`src/rtl/trig_window_integrator.sv`:
```
// Trigger-gated charge integrator: per accepted trigger, averages a pedestal,
// skips a programmable delay, then integrates baseline-subtracted samples.
module trig_window_integrator #(
    parameter int LOG2_BL = 4
) (
    input  logic               clk,
    input  logic               rst,
    input  logic               trig,
    input  logic signed [15:0] din,
    input  logic        [7:0]  delay,
    input  logic        [7:0]  win_len,
    output logic signed [23:0] integ_out,
    output logic signed [15:0] baseline_out,
    output logic               out_valid,
    output logic               oflow,
    output logic               busy
);

    localparam int         BL      = 1 << LOG2_BL;
    localparam logic [7:0] BL_LAST = 8'(BL - 1);

    typedef enum logic [2:0] {
        ST_IDLE  = 3'd0,
        ST_BASE  = 3'd1,
        ST_DELAY = 3'd2,
        ST_INTEG = 3'd3,
        ST_DONE  = 3'd4
    } state_t;

    state_t             r_state;
    logic               r_trig_a;
    logic               r_trig_b;
    logic        [7:0]  r_delay;
    logic        [7:0]  r_win;
    logic        [7:0]  r_cnt;
    logic signed [21:0] r_bl_acc;
    logic signed [25:0] r_acc;
    logic signed [15:0] r_baseline;
    logic signed [23:0] r_integ_out;
    logic signed [15:0] r_baseline_out;
    logic               r_out_valid;
    logic               r_oflow;
    logic               r_busy;

    logic               w_edge;
    logic signed [21:0] w_base_sum;
    logic signed [15:0] w_base_val;
    logic signed [16:0] w_diff;
    logic signed [25:0] w_integ_sum;
    logic        [24:0] w_sat;

    // Clamp a 26-bit accumulator into 24 bits; MSB of the result flags clamping.
    function automatic logic [24:0] sat24(input logic signed [25:0] a);
        logic [24:0] res;
        if (a > 26'sd8388607) begin
            res = {1'b1, 24'h7FFFFF};
        end else if (a < -26'sd8388608) begin
            res = {1'b1, 24'h800000};
        end else begin
            res = {1'b0, a[23:0]};
        end
        return res;
    endfunction

    // Datapath arithmetic shared by the FSM transitions.
    always_comb begin
        w_edge      = r_trig_a & ~r_trig_b;
        w_base_sum  = r_bl_acc + {{6{din[15]}}, din};
        w_base_val  = 16'(w_base_sum >>> LOG2_BL);
        w_diff      = {din[15], din} - {r_baseline[15], r_baseline};
        w_integ_sum = r_acc + {{9{w_diff[16]}}, w_diff};
        w_sat       = sat24(w_integ_sum);
    end

    // Trigger synchroniser, measurement FSM and registered result outputs.
    always_ff @(posedge clk) begin
        if (rst) begin
            r_state        <= ST_IDLE;
            r_trig_a       <= 1'b0;
            r_trig_b       <= 1'b0;
            r_delay        <= 8'd0;
            r_win          <= 8'd0;
            r_cnt          <= 8'd0;
            r_bl_acc       <= 22'sd0;
            r_acc          <= 26'sd0;
            r_baseline     <= 16'sd0;
            r_integ_out    <= 24'sd0;
            r_baseline_out <= 16'sd0;
            r_out_valid    <= 1'b0;
            r_oflow        <= 1'b0;
            r_busy         <= 1'b0;
        end else begin
            r_trig_a    <= trig;
            r_trig_b    <= r_trig_a;
            r_out_valid <= 1'b0;
            case (r_state)
                ST_IDLE: begin
                    if (w_edge) begin
                        r_delay  <= delay;
                        r_win    <= win_len;
                        r_cnt    <= 8'd0;
                        r_bl_acc <= 22'sd0;
                        r_acc    <= 26'sd0;
                        r_busy   <= 1'b1;
                        r_state  <= ST_BASE;
                    end
                end
                ST_BASE: begin
                    r_bl_acc <= w_base_sum;
                    if (r_cnt == BL_LAST) begin
                        r_cnt      <= 8'd0;
                        r_baseline <= w_base_val;
                        if (r_delay != 8'd0) begin
                            r_state <= ST_DELAY;
                        end else if (r_win != 8'd0) begin
                            r_state <= ST_INTEG;
                        end else begin
                            r_state        <= ST_DONE;
                            r_out_valid    <= 1'b1;
                            r_integ_out    <= 24'sd0;
                            r_oflow        <= 1'b0;
                            r_baseline_out <= w_base_val;
                        end
                    end else begin
                        r_cnt <= r_cnt + 8'd1;
                    end
                end
                ST_DELAY: begin
                    if (r_cnt == r_delay - 8'd1) begin
                        r_cnt <= 8'd0;
                        if (r_win != 8'd0) begin
                            r_state <= ST_INTEG;
                        end else begin
                            r_state        <= ST_DONE;
                            r_out_valid    <= 1'b1;
                            r_integ_out    <= 24'sd0;
                            r_oflow        <= 1'b0;
                            r_baseline_out <= r_baseline;
                        end
                    end else begin
                        r_cnt <= r_cnt + 8'd1;
                    end
                end
                ST_INTEG: begin
                    r_acc <= w_integ_sum;
                    if (r_cnt == r_win - 8'd1) begin
                        r_cnt          <= 8'd0;
                        r_state        <= ST_DONE;
                        r_out_valid    <= 1'b1;
                        r_integ_out    <= w_sat[23:0];
                        r_oflow        <= w_sat[24];
                        r_baseline_out <= r_baseline;
                    end else begin
                        r_cnt <= r_cnt + 8'd1;
                    end
                end
                ST_DONE: begin
                    r_busy  <= 1'b0;
                    r_state <= ST_IDLE;
                end
                default: begin
                    r_busy  <= 1'b0;
                    r_state <= ST_IDLE;
                end
            endcase
        end
    end

    assign integ_out    = r_integ_out;
    assign baseline_out = r_baseline_out;
    assign out_valid    = r_out_valid;
    assign oflow        = r_oflow;
    assign busy         = r_busy;

endmodule

```
`config.mk`:
```
export PLATFORM = sky130hd
export DESIGN_NAME = trig_window_integrator
export DESIGN_NICKNAME = d
export VERILOG_FILES = /design/src/rtl/trig_window_integrator.sv
export SDC_FILE = /design/constraint.sdc
export NUM_CORES = 1
export LEC_CHECK = 0
export CAP_MARGIN = 25
export CORE_MARGIN = 1
export CORE_UTILIZATION = 35
export CTS_CLUSTER_DIAMETER = 60
export DETAILED_ROUTE_END_ITERATION = 10
export PLACE_DENSITY = 0.55
export SLEW_MARGIN = 30
export SYNTH_ARGS = -nofsm -noshare
export SYNTH_HDL_FRONTEND = slang
export SYNTH_SLANG_ARGS = --single-unit
```
`constraint.sdc`:
```
create_clock -name clk -period 6.54 [get_ports clk]
set_input_delay 0.981 -clock clk [delete_from_list [all_inputs] [get_ports clk]]
set_output_delay 0.981 -clock clk [all_outputs]
set_load 0.02 [all_outputs]
```
==> impl_metrics.py, run 1 <==
metrics = {
    "timing": {
        "period_needed_ns": 5.736,
        "relSlewSlack_pct": 38.15,
        "setup_viol": 0,
        "finalSetupTns_ns": 0,
        "rsz0062_at_grt": "no",
        "tightestPinTransition_ns": 0.9255,
        "fin_skew_ns": 0.01067,
        "slew_violations": 0,
        "fmax_mhz": 174.3,
        "report.final.hold_viol_count": 0,
        "layout_setup_ws_ns": 0.8044,
        "timing.final.crit_share_pct": 87.70,
        "fin_hold_ws_ns": 0.4575,
    },
    "final_layout": {
        "regArea_um2": 2683,
        "syn_to_final_growth_pct": 20.00,
        "antenna_cells": 0,
        "layout_common_cells": "nand2_1 (167), dfxtp_1 (134), a21oi_1 (123)",
        "multi_input_area_um2": 5455,
        "fillers": 2435,
        "final_common_cell": "nand2_1",
        "layout-drive-gt1-share_pct": 5.667,
        "finalNonFillerCells": 1466,
        "nets": 1238,
    },
    "floorplan": {
        "io_pins": 78,
        "die_x_um": 157.7,
        "rows": 56,
        "dieArea_um2": 24880,
        "dieHeight_um": 157.7,
        "start_util_pct": 35.95,
        "core_um2": 23610,
    },
    "critical_path": {
        "r2r-start": "r_baseline[1]",
        "path_cells": "clkdlybuf4s50_1, inv_1, ha_1, fa_1, nor2b_1, o2111ai_2, a31o_2, o22ai_1, o21a_1, o21ai_0, buf_4, ha_1, a21o_1, a21o_1, a21o_1, a311oi_1, nand2b_1, a31o_2, a21oi_1, nor3_2, buf_4, a221o_1",
        "endpoint_kind": "flip-flop",
        "slowest_stage": "clkdlybuf4s50_1",
        "cp_top_family": "compound AO/OA/AOI/OAI gates",
        "critPathKind": "input port to flip-flop",
        "start_kind": "input port",
        "crit_buf_inv": 4,
        "reg2reg_depth": 22,
        "r2r-end": "integ_out[22]",
        "cp.depth": 22,
        "crit_arrival_ns": 6.05,
        "max_stage_delay_ns": 0.59,
        "crit_fanout": 21,
        "r2r_slack_ns": 1.49,
        "cp.required_ns": 6.85,
        "crit_top_cell": "a21o_1",
    },
    "global_route": {
        "antenna_found_initial": 0,
        "grt_pass1_vias": 7482,
        "grt_pass1_wl_um": 39460,
        "overflow": 0,
        "track_usage_pct": 20.34,
        "grt_max_degree": 78,
    },
    "synthesis": {
        "yosys_warnings": 0,
        "avgSynthCellArea_um2": 7.853,
        "syn_nets": 1185,
        "async_flop_share_pct": 0,
        "ys_ff_latch": 134,
        "synth_ff_type": "dfxtp_1",
        "syn_inst": 1081,
        "synth_seq_area_share_pct": 31.60,
        "synth.distinct_cells": 65,
        "synth_edf_count": 0,
        "synth_area_um2": 8489,
    },
    "detailed_routing": {
        "vias_per_cell": 5.338,
        "drcViolationCount": 0,
        "wire_per_inst_um": 16.47,
        "drtIter0Drc": 422,
        "wl_um": 24150,
        "drt-pass1-iter-count": 5,
        "antenna_left": 0,
        "vias": 7826,
    },
    "placement": {
        "dp_hpwl_um": 17310,
        "dp_slack_ns": 0.4106,
        "numPortBuffers": 77,
        "gp_congestion": 0.8769,
        "placed_cells": 1434,
    },
    "clock_network": {
        "clock_path_buffers": 2,
        "numClockSinks": 134,
        "cts_resized": 0,
        "postCtsSetupRepairBufs": 0,
        "cts-root-buf": "clkbuf_16",
        "htreeDepth": 4,
        "cts_tree": "done",
        "numCtsBuffers": 17,
        "clkTransAtPathRegs_ns": 0.06,
        "clk_latency_ns": 0.43,
        "cts_hold_repair.buffers": 0,
    },
    "power": {
        "p_leak_nw": 3.950,
        "p_per_area_nw_per_um2": 285.7,
        "power_w": 0.002910,
        "vdd_drop_max_uv": 170.2,
    },
    "worst_hold_path": {
        "worstHoldStart": "r_acc[22]",
        "whs_path_depth": 2,
        "min_to": "r_acc[22]",
        "min_path_type": "flip-flop to flip-flop",
    },
    "run_status": {
        "status": "finished clean",
    },
    "flow_run": {
        "drv_cap": 0,
    },
}
## Yosys cell counts, drive strengths merged, types with 8 or more instances
library cell	number	area, um2
o21bai	10	75.07
nor2	75	284.0
nand3	50	250.2
nand2b	13	81.33
a31oi	11	68.82
buf	11	50.04
dfxtp	134	2683
inv	43	161.4
clkbuf	44	165.2
nor3	23	126.4
a22oi	10	75.07
a21oi	125	629.4
o21a	11	82.58
nand2	167	626.9
a21o	24	180.2
o21ai	31	155.1
xor2	23	209.0
nor2b	17	106.4
ha	66	825.8
and2	8	50.05
and3	8	50.05
a221o	21	210.2
xnor2	47	411.6
a311oi	15	131.4
## cells by family after synthesis
group                      synth area share (%)
AOI/OAI and AO/OA                         23.70
xor gates and xnor gates                  7.310
adders and majority gates                 10.43
buffers and inverters                     4.436
DFF                                       31.60
muxes                                    0.3537
and+or+nand+nor                           22.17
## worst max-delay path by stage
stage                    end  slack [ns]   start
2_1_floorplan  integ_out[14]        1.19  din[0]
3_3_place_gp    integ_out[8]        0.49  din[0]
3_5_place_dp    integ_out[9]        0.41  din[0]
4_1_cts        integ_out[22]        0.82  din[1]
5_1_grt        integ_out[22]        0.24  din[1]
6_report       integ_out[11]        0.80  din[0]
## power breakdown
group	total, W	internal, W	switching (W)	leakage [nW]
logic	0.000911	0.000350	0.000562	2.57
registers	0.000957	0.000888	0.0000688	1.08
clock network	0.00104	0.000640	0.000402	0.293
total	0.00291	0.00188	0.00103	3.95
## sequential cells by signal, summed over array words and instances, names as in the netlist, 3 cells and up
signal	cells
r_baseline	16
r_cnt	8
r_bl_acc	20
r_delay	8
r_win	8
r_state	3
r_acc	26
integ_out	24
baseline_out	16
## metal layers
metal,up-vias,GRT usage (%),share of wire (%)
li1,3965,-,-
met1,3684,27.03,48
met2,156,34.09,47
met3,21,3.504,3.7
met4,0,4.669,1.1
met5,-,0,0
## through the flow
stage	area (um2)	util, %
global placement	9545	40.43
CTS	10180	43.12
detailed placement	9550	40.45
finish	10190	43.14
floorplan	8489	-
global route	10190	43.14
## area by class of cell
cell class / instances / area share (%)
clock inverters: 15 / 2.014
well taps: 319 / 3.918
multi-input cells: 849 / 53.55
inverters: 43 / 1.584
repair buffers: 89 / 8.425
flip-flops and latches: 134 / 26.33
clock buffers: 17 / 4.176
## worst reg2reg max path: stages, from the launching register on
cell,delay [ns]
dfxtp_1,0.43
inv_1,0.07
ha_1,0.27
nor2b_1,0.13
o21ai_0,0.19
a21boi_0,0.15
o21ai_0,0.22
a21boi_0,0.18
o21a_1,0.21
o21ai_0,0.22
a21oi_1,0.10
nand3b_1,0.17
ha_1,0.37
a21oi_1,0.32
o211ai_1,0.18
o31ai_1,0.38
nor2_1,0.10
o21ai_1,0.21
o21ai_0,0.16
xor2_2,0.23
a21oi_2,0.08
buf_4,0.22
a221o_1,0.36
(Power assumes the default switching activity.)
==> run 2: changes to the inputs <==
==> constraint.sdc (replaced) <==
create_clock -name clk -period 6.8 [get_ports clk]
set_input_delay 1.02 -clock clk [delete_from_list [all_inputs] [get_ports clk]]
set_output_delay 1.02 -clock clk [all_outputs]
set_load 0.02 [all_outputs]
==> impl_metrics.py, run 2 (synthesis gave the netlist of run 1 again) <==
metrics = {
    "run_status": {
        "status": "finished clean",
    },
    "timing": {
        "finalSetupTns_ns": 0,
        "report.final.hold_viol_count": 0,
        "fmax_mhz": 169.4,
        "tightestPinTransition_ns": 0.9465,
        "slew_violations": 0,
        "setup_viol": 0,
        "timing.final.crit_share_pct": 86.79,
        "period_needed_ns": 5.902,
        "layout_setup_ws_ns": 0.8980,
        "relSlewSlack_pct": 36.90,
        "rsz0062_at_grt": "no",
        "fin_skew_ns": 0.007419,
    },
    "placement": {
        "gp_congestion": 0.8629,
        "dp_slack_ns": 0.5262,
        "placed_cells": 1433,
        "numPortBuffers": 77,
        "dp_hpwl_um": 17250,
    },
    "clock_network": {
        "clk_latency_ns": 0.42,
        "htreeDepth": 4,
        "clkTransAtPathRegs_ns": 0.06,
        "cts_hold_repair.buffers": 0,
        "clock_path_buffers": 2,
        "numClockSinks": 134,
        "cts_resized": 0,
        "cts_tree": "done",
        "numCtsBuffers": 17,
        "cts-root-buf": "clkbuf_16",
        "postCtsSetupRepairBufs": 0,
    },
    "global_route": {
        "overflow": 0,
        "grt_pass1_wl_um": 38780,
        "grt_pass1_vias": 7351,
        "antenna_found_initial": 0,
        "track_usage_pct": 19.99,
        "grt_max_degree": 80,
    },
    "final_layout": {
        "largest_reg_flops": 26,
        "nets": 1237,
        "fillers": 2418,
        "layout_common_cells": "nand2_1 (167), dfxtp_1 (134), a21oi_1 (123)",
        "layout-drive-gt1-share_pct": 5.497,
        "finalNonFillerCells": 1465,
        "max_flop_register": "r_acc",
        "syn_to_final_growth_pct": 19.53,
        "antenna_cells": 0,
        "final_common_cell": "nand2_1",
    },
    "critical_path": {
        "start_kind": "input port",
        "cp.required_ns": 7.11,
        "r2r-start": "r_baseline[1]",
        "r2r-end": "integ_out[22]",
        "endpoint_kind": "flip-flop",
        "reg2reg_depth": 22,
        "crit_fanout": 21,
        "crit_arrival_ns": 6.21,
        "r2r_slack_ns": 1.64,
        "cp-startpoint": "din[0]",
        "critPathKind": "input port to flip-flop",
    },
    "floorplan": {
        "core_um2": 23610,
        "die_x_um": 157.7,
        "dieHeight_um": 157.7,
        "start_util_pct": 35.95,
        "io_pins": 78,
        "rows": 56,
        "dieArea_um2": 24880,
    },
    "detailed_routing": {
        "antenna_left": 0,
        "vias_per_cell": 5.323,
        "vias": 7798,
        "drcViolationCount": 0,
        "drtIter0Drc": 479,
        "drt-pass1-iter-count": 5,
        "wl_um": 24050,
        "wire_per_inst_um": 16.42,
    },
    "power": {
        "p_per_area_nw_per_um2": 270.2,
        "vdd_drop_max_uv": 137.7,
        "p_leak_nw": 3.934,
    },
    "worst_hold_path": {
        "worstHoldStart": "r_acc[22]",
        "min_path_type": "flip-flop to flip-flop",
        "whs_path_depth": 2,
        "min_to": "r_acc[22]",
    },
    "flow_run": {
        "drv_cap": 0,
    },
}
run 2: power by group:
| group | switching (W) | leakage, nW | internal (W) |
|---|---|---|---|
| sequential | 0.0000664 | 1.08 | 0.000854 |
| clock | 0.000386 | 0.282 | 0.000563 |
| combinational | 0.000537 | 2.57 | 0.000335 |
| total | 0.000990 | 3.93 | 0.00175 |
run 2: critical path, cell delays in order:
cell and delay (ns):
clkdlybuf4s50_1 0.58, inv_1 0.07, ha_1 0.24, fa_1 0.41
nor2b_1 0.20, o2111ai_2 0.15, a31o_2 0.29, o22ai_1 0.31
o21a_1 0.18, o21ai_0 0.08, buf_4 0.19, ha_1 0.38
a21o_1 0.20, a21o_1 0.16, a21o_1 0.18, a311oi_1 0.34
nand2b_1 0.11, a31o_2 0.24, a21oi_1 0.29, nor3_2 0.06
buf_4 0.21, a221o_1 0.27
run 2: layer usage:
metal	routed length [um]	vias up	track usage [%]
met5	0	-	0
met4	169	0	3.976
met3	875	16	3.203
met2	11400	159	33.54
met1	11600	3661	26.88
li1	-	3962	-
run 2: area by class of cell:
type | instances | area (um2) | share of cell area, %
clock buffers | 19 | 452.9 | 4.464
clock inverters | 13 | 147.6 | 1.455
inverters | 43 | 161.4 | 1.591
multi-input cells | 849 | 5453 | 53.74
flip-flops and latches | 134 | 2683 | 26.44
well taps | 319 | 399.1 | 3.933
repair buffers | 88 | 850.8 | 8.385
run 2: how the worst max path moves through the flow:
stage	end	slack [ns]	cells after the start
floorplan	integ_out[14]	1.41	20
global placement	integ_out[22]	0.62	22
detailed placement	integ_out[14]	0.53	22
CTS	integ_out[3]	0.95	22
global route	integ_out[18]	0.44	22
finish	integ_out[3]	0.90	22
run 2: metrics by stage:
step	area, um2	hold slack (ns)	util (%)	power [W]
after floorplan	8489	0.4362	-	0.001542
after global placement	9538	0.4542	40.39	0.001806
after detailed placement	9543	0.4577	40.41	0.001810
after CTS	10140	0.4668	42.96	0.002766
after global routing	10150	0.4789	42.97	0.002908
final	10150	0.4640	42.97	0.002741
==> run 3: changes to the inputs <==
--- a/config.mk
+++ b/config.mk
@@ -11,6 +11,7 @@
 export CTS_CLUSTER_DIAMETER = 60
 export DETAILED_ROUTE_END_ITERATION = 10
 export PLACE_DENSITY = 0.55
+export SETUP_SLACK_MARGIN = 0.4
 export SLEW_MARGIN = 30
 export SYNTH_ARGS = -nofsm -noshare
 export SYNTH_HDL_FRONTEND = slang
==> results of run 3 <==
Same layout as run 2: the final DEF is identical, and so are final timing and power.
